`config.mk`:
```
export PLATFORM = sky130hd
export DESIGN_NAME = apb_multi_slave
export DESIGN_NICKNAME = d
export VERILOG_FILES = /design/src/rtl/apb_slv_pkg.sv /design/src/rtl/apb_slv_regfile.sv /design/src/rtl/apb_multi_slave.sv
export SDC_FILE = /design/constraint.sdc
export NUM_CORES = 2
export LEC_CHECK = 0
export CAP_MARGIN = 15
export CORE_AREA = 3 3 491 396
export CTS_BUF_LIST = sky130_fd_sc_hd__clkbuf_16
export DETAILED_ROUTE_END_ITERATION = 8
export DIE_AREA = 0 0 494 399
export PLACE_DENSITY = 0.71
export REMOVE_ABC_BUFFERS = 1
export SLEW_MARGIN = 10
export SYNTH_ARGS = -nofsm -noshare
export SYNTH_HDL_FRONTEND = slang
export SYNTH_SLANG_ARGS = --single-unit
```
`constraint.sdc`:
```
create_clock -name clk -period 117.8 [get_ports clk]
set_input_delay 17.67 -clock clk [delete_from_list [all_inputs] [get_ports clk]]
set_output_delay 17.67 -clock clk [all_outputs]
set_load 0.01 [all_outputs]
```
`src/rtl/apb_slv_pkg.sv`:
```
// Shared types and sizing helpers for the multi-region APB completer.
package apb_slv_pkg;

    typedef enum logic [1:0] {
        IDLE = 2'd0,
        WAIT = 2'd1,
        RESP = 2'd2
    } state_e;

    localparam int unsigned MAX_WAIT_CYCLES = 15;
    localparam int unsigned WAIT_CNT_W      = 4;

    function automatic int unsigned idx_width(input int unsigned depth);
        return (depth > 1) ? $clog2(depth) : 1;
    endfunction

    function automatic int unsigned sel_width(input int unsigned num_slv);
        return (num_slv > 1) ? $clog2(num_slv) : 1;
    endfunction

    // First byte address past the end of one region.
    function automatic int unsigned byte_limit(input int unsigned depth, input int unsigned data_w);
        return depth * (data_w / 8);
    endfunction

endpackage

```
`src/rtl/apb_slv_regfile.sv`:
```
// One region's flop storage: byte-enabled write port and a registered read port.
module apb_slv_regfile
    import apb_slv_pkg::*;
#(
    parameter int unsigned DATA_W = 32,
    parameter int unsigned DEPTH  = 16,
    parameter int unsigned IDX_W  = idx_width(DEPTH)
) (
    input  logic                clk,
    input  logic                rst,
    input  logic                we_i,
    input  logic                re_i,
    input  logic [IDX_W-1:0]    idx_i,
    input  logic [DATA_W-1:0]   wdata_i,
    input  logic [DATA_W/8-1:0] be_i,
    output logic [DATA_W-1:0]   rdata_o
);

    localparam int unsigned BE_W = DATA_W / 8;

    logic [DATA_W-1:0] mem_q [DEPTH];
    logic [DATA_W-1:0] rdata_q;

    always_ff @(posedge clk or posedge rst) begin
        if (rst) begin
            for (int i = 0; i < int'(DEPTH); i++) begin
                mem_q[i] <= '0;
            end
            rdata_q <= '0;
        end else begin
            if (we_i) begin
                for (int b = 0; b < int'(BE_W); b++) begin
                    if (be_i[b]) begin
                        mem_q[idx_i][b*8 +: 8] <= wdata_i[b*8 +: 8];
                    end
                end
            end
            if (re_i) begin
                rdata_q <= mem_q[idx_i];
            end
        end
    end

    assign rdata_o = rdata_q;

endmodule

```
`src/rtl/apb_multi_slave.sv`:
```
// APB completer with NUM_SLV isolated flop-based regions and programmable wait states.
// Optional byte strobes are enabled by defining APB_PSTRB_EN.
module apb_multi_slave
    import apb_slv_pkg::*;
#(
    parameter int unsigned NUM_SLV     = 4,
    parameter int unsigned ADDR_W      = 32,
    parameter int unsigned DATA_W      = 32,
    parameter int unsigned DEPTH       = 16,
    parameter int unsigned WAIT_CYCLES = 0
) (
    input  logic                clk,
    input  logic                resetn,
    input  logic [ADDR_W-1:0]   PADDR,
    input  logic [NUM_SLV-1:0]  PSEL,
    input  logic                PENABLE,
    input  logic                PWRITE,
    input  logic [DATA_W-1:0]   PWDATA,
`ifdef APB_PSTRB_EN
    input  logic [DATA_W/8-1:0] PSTRB,
`endif
    output logic [DATA_W-1:0]   PRDATA,
    output logic                PREADY,
    output logic                PSLVERR
);

    localparam int unsigned IDX_W      = idx_width(DEPTH);
    localparam int unsigned SEL_W      = sel_width(NUM_SLV);
    localparam int unsigned BE_W       = DATA_W / 8;
    localparam int unsigned ADDR_LIMIT = byte_limit(DEPTH, DATA_W);
    localparam int unsigned WAIT_LOAD  = (WAIT_CYCLES == 0) ? 0 : WAIT_CYCLES - 1;

    state_e                state_q, state_d;
    logic [WAIT_CNT_W-1:0] cnt_q, cnt_d;
    logic [SEL_W-1:0]      sel_q, sel_d;
    logic [IDX_W-1:0]      idx_q, idx_d;
    logic                  wr_q, wr_d;
    logic [DATA_W-1:0]     wdata_q, wdata_d;
    logic [BE_W-1:0]       be_q, be_d;
    logic                  err_q, err_d;
    logic                  pready_q, pready_d;
    logic                  pslverr_q, pslverr_d;
    logic [SEL_W-1:0]      rd_sel_q, rd_sel_d;
    logic                  rd_err_q, rd_err_d;

    logic                  setup_c;
    logic                  commit_c;
    logic [SEL_W-1:0]      live_sel;
    logic [IDX_W-1:0]      live_idx;
    logic [BE_W-1:0]       live_be;
    logic                  live_err;
    logic [SEL_W-1:0]      cur_sel;
    logic [IDX_W-1:0]      cur_idx;
    logic                  cur_wr;
    logic [DATA_W-1:0]     cur_wdata;
    logic [BE_W-1:0]       cur_be;
    logic                  cur_err;
    logic [NUM_SLV-1:0]    we;
    logic [NUM_SLV-1:0]    re;
    logic [DATA_W-1:0]     rdata_arr [NUM_SLV];

    assign setup_c  = (|PSEL) & ~PENABLE;
    assign live_idx = PADDR[IDX_W+1:2];

`ifdef APB_PSTRB_EN
    assign live_be = PSTRB;
`else
    assign live_be = '1;
`endif

    // Region index (lowest set bit) and error decode of the live SETUP phase.
    always_comb begin
        live_sel = '0;
        for (int k = int'(NUM_SLV) - 1; k >= 0; k--) begin
            if (PSEL[k]) begin
                live_sel = SEL_W'(k);
            end
        end
        live_err = (PADDR[1:0] != 2'b00)
                 | (PADDR >= ADDR_W'(ADDR_LIMIT))
                 | ($countones(PSEL) > 1);
`ifdef APB_PSTRB_EN
        live_err = live_err | (~PWRITE & (|PSTRB));
`endif
    end

    // A zero-wait commit happens on the SETUP edge itself, before anything is latched.
    always_comb begin
        if (state_q == IDLE) begin
            cur_sel   = live_sel;
            cur_idx   = live_idx;
            cur_wr    = PWRITE;
            cur_wdata = PWDATA;
            cur_be    = live_be;
            cur_err   = live_err;
        end else begin
            cur_sel   = sel_q;
            cur_idx   = idx_q;
            cur_wr    = wr_q;
            cur_wdata = wdata_q;
            cur_be    = be_q;
            cur_err   = err_q;
        end
    end

    always_comb begin
        state_d   = state_q;
        cnt_d     = cnt_q;
        sel_d     = sel_q;
        idx_d     = idx_q;
        wr_d      = wr_q;
        wdata_d   = wdata_q;
        be_d      = be_q;
        err_d     = err_q;
        rd_sel_d  = rd_sel_q;
        rd_err_d  = rd_err_q;
        pready_d  = 1'b0;
        pslverr_d = 1'b0;
        commit_c  = 1'b0;

        case (state_q)
            IDLE: begin
                if (setup_c) begin
                    sel_d   = live_sel;
                    idx_d   = live_idx;
                    wr_d    = PWRITE;
                    wdata_d = PWDATA;
                    be_d    = live_be;
                    err_d   = live_err;
                    if (WAIT_CYCLES == 0) begin
                        state_d  = RESP;
                        commit_c = 1'b1;
                    end else begin
                        cnt_d   = WAIT_CNT_W'(WAIT_LOAD);
                        state_d = WAIT;
                    end
                end
            end
            WAIT: begin
                if (!(|PSEL) || !PENABLE) begin
                    state_d = IDLE;
                end else if (cnt_q != '0) begin
                    cnt_d = cnt_q - WAIT_CNT_W'(1);
                end else begin
                    state_d  = RESP;
                    commit_c = 1'b1;
                end
            end
            RESP: begin
                state_d = IDLE;
            end
            default: begin
                state_d = IDLE;
            end
        endcase

        if (commit_c) begin
            pready_d  = 1'b1;
            pslverr_d = cur_err;
            if (!cur_wr) begin
                rd_sel_d = cur_sel;
                rd_err_d = cur_err;
            end
        end
    end

    always_ff @(posedge clk or posedge resetn) begin
        if (resetn) begin
            state_q   <= IDLE;
            cnt_q     <= '0;
            sel_q     <= '0;
            idx_q     <= '0;
            wr_q      <= 1'b0;
            wdata_q   <= '0;
            be_q      <= '0;
            err_q     <= 1'b0;
            pready_q  <= 1'b0;
            pslverr_q <= 1'b0;
            rd_sel_q  <= '0;
            rd_err_q  <= 1'b0;
        end else begin
            state_q   <= state_d;
            cnt_q     <= cnt_d;
            sel_q     <= sel_d;
            idx_q     <= idx_d;
            wr_q      <= wr_d;
            wdata_q   <= wdata_d;
            be_q      <= be_d;
            err_q     <= err_d;
            pready_q  <= pready_d;
            pslverr_q <= pslverr_d;
            rd_sel_q  <= rd_sel_d;
            rd_err_q  <= rd_err_d;
        end
    end

    for (genvar k = 0; k < int'(NUM_SLV); k++) begin : g_region
        assign we[k] = commit_c &  cur_wr & ~cur_err & (cur_sel == SEL_W'(k));
        assign re[k] = commit_c & ~cur_wr & ~cur_err & (cur_sel == SEL_W'(k));

        apb_slv_regfile #(
            .DATA_W (DATA_W),
            .DEPTH  (DEPTH),
            .IDX_W  (IDX_W)
        ) u_regfile (
            .clk     (clk),
            .rst     (resetn),
            .we_i    (we[k]),
            .re_i    (re[k]),
            .idx_i   (cur_idx),
            .wdata_i (cur_wdata),
            .be_i    (cur_be),
            .rdata_o (rdata_arr[k])
        );
    end

    // Each region's read register holds until its next read; the last read's region and error pick the output.
    assign PRDATA  = rd_err_q ? '0 : rdata_arr[rd_sel_q];
    assign PREADY  = pready_q;
    assign PSLVERR = pslverr_q;

endmodule

```
==> impl_metrics.yaml <==
setup_path:
  cp_max_fo: 139
  crit_chain: "clkdlybuf4s50_1, nor3b_2, buf_12, buf_12, buf_4, buf_4, buf_4, o21ai_0, a41oi_1, a2111o_1, mux2_2"
  cp_num_buf_inv: 6
  path_delay_family: "buffers and inverters"
  path_class: "primary input to register"
  startpoint_type: "primary input"
  cp_slowest_cell: "buf_4"
  path_common_cell: "buf_4"
  max_stage_delay_ps: 810
  arrival_ps: 22970
  cp.required_ps: 118600
  end_kind: "register"
timing:
  setup_tns_ps: 0
  finalSetupViolCount: 0
  layout_setup_ws_ps: 95620
  fin_crit_sh_pct: 18.8
  worst_pin_slew_ps: 1190
  rsz0062_at_grt: "no"
  finClkSkew_ps: 23.4
  final_hold_viol_count: 0
  finalCriticalPeriod_ps: 22180
  timing.fmax_mhz: 45.1
  slew_headroom_pct: 20.6
  drv_slew: 0
floorplan:
  ios: 106
  die_w_um: 494
  die_height_um: 399
  die_area_um2: 197000
  initial_core_util_pct: 54.9
  design.core.area_um2: 190000
  num_rows: 143
routing:
  wl_per_cell_um: 32.0
  remaining_drc_errors: 0
  vias: 74000
  via_per_inst: 7.01
  firstDrtPassIters: 7
  routed_wl_mm: 338
  ant_nets: 0
  drt_iter0_drc: 8101
yosys:
  synthArstFlopShare_pct: 100
  ys_types: 46
  syn_area_per_cell_um2: 12.6
  syn-cell-area_um2: 104000
  synth_edf_count: 0
  synth_seq_cells: 2221
  dominantRegCellSynth: "dfrtp_1"
  ys_seq_area_share_pct: 53.4
  ys_warn_count: 0
  synth_cells: 8246
pwr:
  p_leak_uw: 0.0553
  p_per_area_nw_per_um2: 13.6
  vdd_ir_drop_max_mv: 0.0138
cells_and_area:
  drive_gt1_share_pct: 9.98
  final_cells: 10600
  area_growth_pct: 9.04
  nets: 7916
  mostFrequentLayoutCells: "dfrtp_1 (2217), mux2_1 (2030), o21ai_0 (1005), o21a_1 (912), clkbuf_16 (212)"
  final_common_cell: "dfrtp_1"
  final_util_pct: 59.9
  fillers: 14900
clock_tree:
  cts.path.max_buffers: 3
  cts_hold_buf: 0
  htreeDepth: 4
  cts_setup_buffers: 0
  clock_sinks: 2221
  numCtsBuffers: 209
  cts_tree: "yes"
  cts_resized: 0
  clk_pin_slew_worst_paths_ps: 60
  cts-root-buf: "clkbuf_16"
  clk-insertion-delay-late_ps: 860
grt:
  grt_overflow: 0
  first_global_vias: 75500
  grt_pass1_wl_mm: 501
  grt_max_degree: 172
  antenna_found_initial: 32
  grt_usage_pct: 33.9
worst_hold_path:
  min_path_type: "register to register"
run_status:
  run_status: "complete, no violations"
placement:
  pre_cts_ws_ps: 94770
  dpl.cell_count: 10200
  post-dp-hpwl_mm: 173
  gp_congestion: 0.819
  port_buffers: 105
flow_run:
  drv_cap: 0
-- synthesized netlist by cell type (2+ instances only) --
library cell | count | share of area, %
dfrtp_1 | 2221 | 53
and3_1 | 3 | 0.018
a41o_1 | 202 | 1.9
a41oi_1 | 50 | 0.42
a2111oi_0 | 111 | 0.93
nor4_2 | 2 | 0.024
nand2_1 | 112 | 0.40
or2_1 | 2 | 0.012
inv_1 | 9 | 0.032
mux4_2 | 32 | 0.69
clkbuf_1 | 723 | 2.6
nor3b_1 | 4 | 0.029
mux2_2 | 173 | 1.9
o41a_1 | 2 | 0.022
and3b_1 | 3 | 0.025
nand4_1 | 3 | 0.018
nor2b_1 | 33 | 0.20
o21ai_1 | 7 | 0.034
nand2b_1 | 4 | 0.024
o41ai_1 | 133 | 1.1
nor3_1 | 2 | 0.0096
buf_2 | 93 | 0.45
a21oi_1 | 2 | 0.0096
o21a_1 | 913 | 6.6
a2111o_1 | 34 | 0.37
nor3b_2 | 2 | 0.024
nor4_1 | 7 | 0.042
buf_1 | 116 | 0.42
nor2_1 | 15 | 0.054
o32a_1 | 2 | 0.019
mux2_1 | 2036 | 22
o2111ai_1 | 111 | 0.93
o32ai_1 | 2 | 0.017
o21ai_0 | 1005 | 4.8
nand3_1 | 66 | 0.32
-- per-layer routing --
layer	global-route usage, %	vias to the layer above	part of all wire (%)
li1	-	29900	-
met1	46.8	38900	41
met2	51.8	4212	44
met3	8.33	919	11
met4	13.1	10	4.2
met5	0	-	0.020
-- registers in the layout, summed over array words and instances, names as in the netlist --
signal	flops
PREADY	1
PSLVERR	1
err_q	1
g_region.u_regfile.mem_q	2048
g_region.u_regfile.rdata_o	128
idx_q	4
rd_err_q	1
rd_sel_q	2
sel_q	2
state_q	1
wdata_q	32
-- power breakdown --
part	switching, uW	total [uW]	leakage (uW)	internal [uW]
combinational	105	121	0.0209	15.7
sequential	2.37	767	0.0310	765
clock	301	655	0.00337	354
total	409	1540	0.0553	1130
-- worst paths after layout --
kind                                                                  to  cells past startpoint  slack (ps)              startpoint
min in group asynchronous   g_region[2].u_regfile.mem_q[502]$_DFFE_PP0P_                      2       17330                  resetn
max                         g_region[2].u_regfile.rdata_o[7]$_DFFE_PP0P_                     11       95620                PADDR[2]
min                                               wdata_q[4]$_DFFE_PP0P_                      2         480  wdata_q[4]$_DFFE_PP0P_
min reg2reg                                       wdata_q[4]$_DFFE_PP0P_                      2         480  wdata_q[4]$_DFFE_PP0P_
max reg2reg                g_region[0].u_regfile.rdata_o[14]$_DFFE_PP0P_                      9      112310  state_q[1]$_DFFE_PP0P_
max in group asynchronous   g_region[0].u_regfile.mem_q[286]$_DFFE_PP0P_                      7       95840                  resetn
-- kinds of logic after synthesis --
family                     synth area share (%)
DFF                                        53.4
buffers and inverters                      3.50
and+or+nand+nor                            1.25
AOI/OAI and AO/OA                          17.3
muxes                                      24.6
adders and majority gates                0.0312
-- through the flow --
stage	instance area, um^2	power (uW)	hold WS, ps
3_5_place_dp	107000	897	456
6_report	114000	1540	477
3_3_place_gp	107000	895	452
2_1_floorplan	101000	835	440
5_1_grt	114000	1580	490
4_1_cts	113000	1540	474
-- tightest hold or removal path, stage by stage (launching register included) --
cell     delay, ps
dfrtp_1        340
nand2_1         50
nand2_1         60
-- final cells by class --
cell class	instances	area, um^2	area share (%)
Sequential cell	2221	55600	48.9
Multi-Input combinational cell	5084	45400	40.0
Clock buffer	212	5310	4.67
Tap cell	2537	3170	2.80
Timing Repair Buffer	317	2890	2.54
Clock inverter	173	1160	1.02
Inverter	9	41.3	0.0364
Antenna cell	8	20.0	0.0176
(Power assumes the default switching activity.)
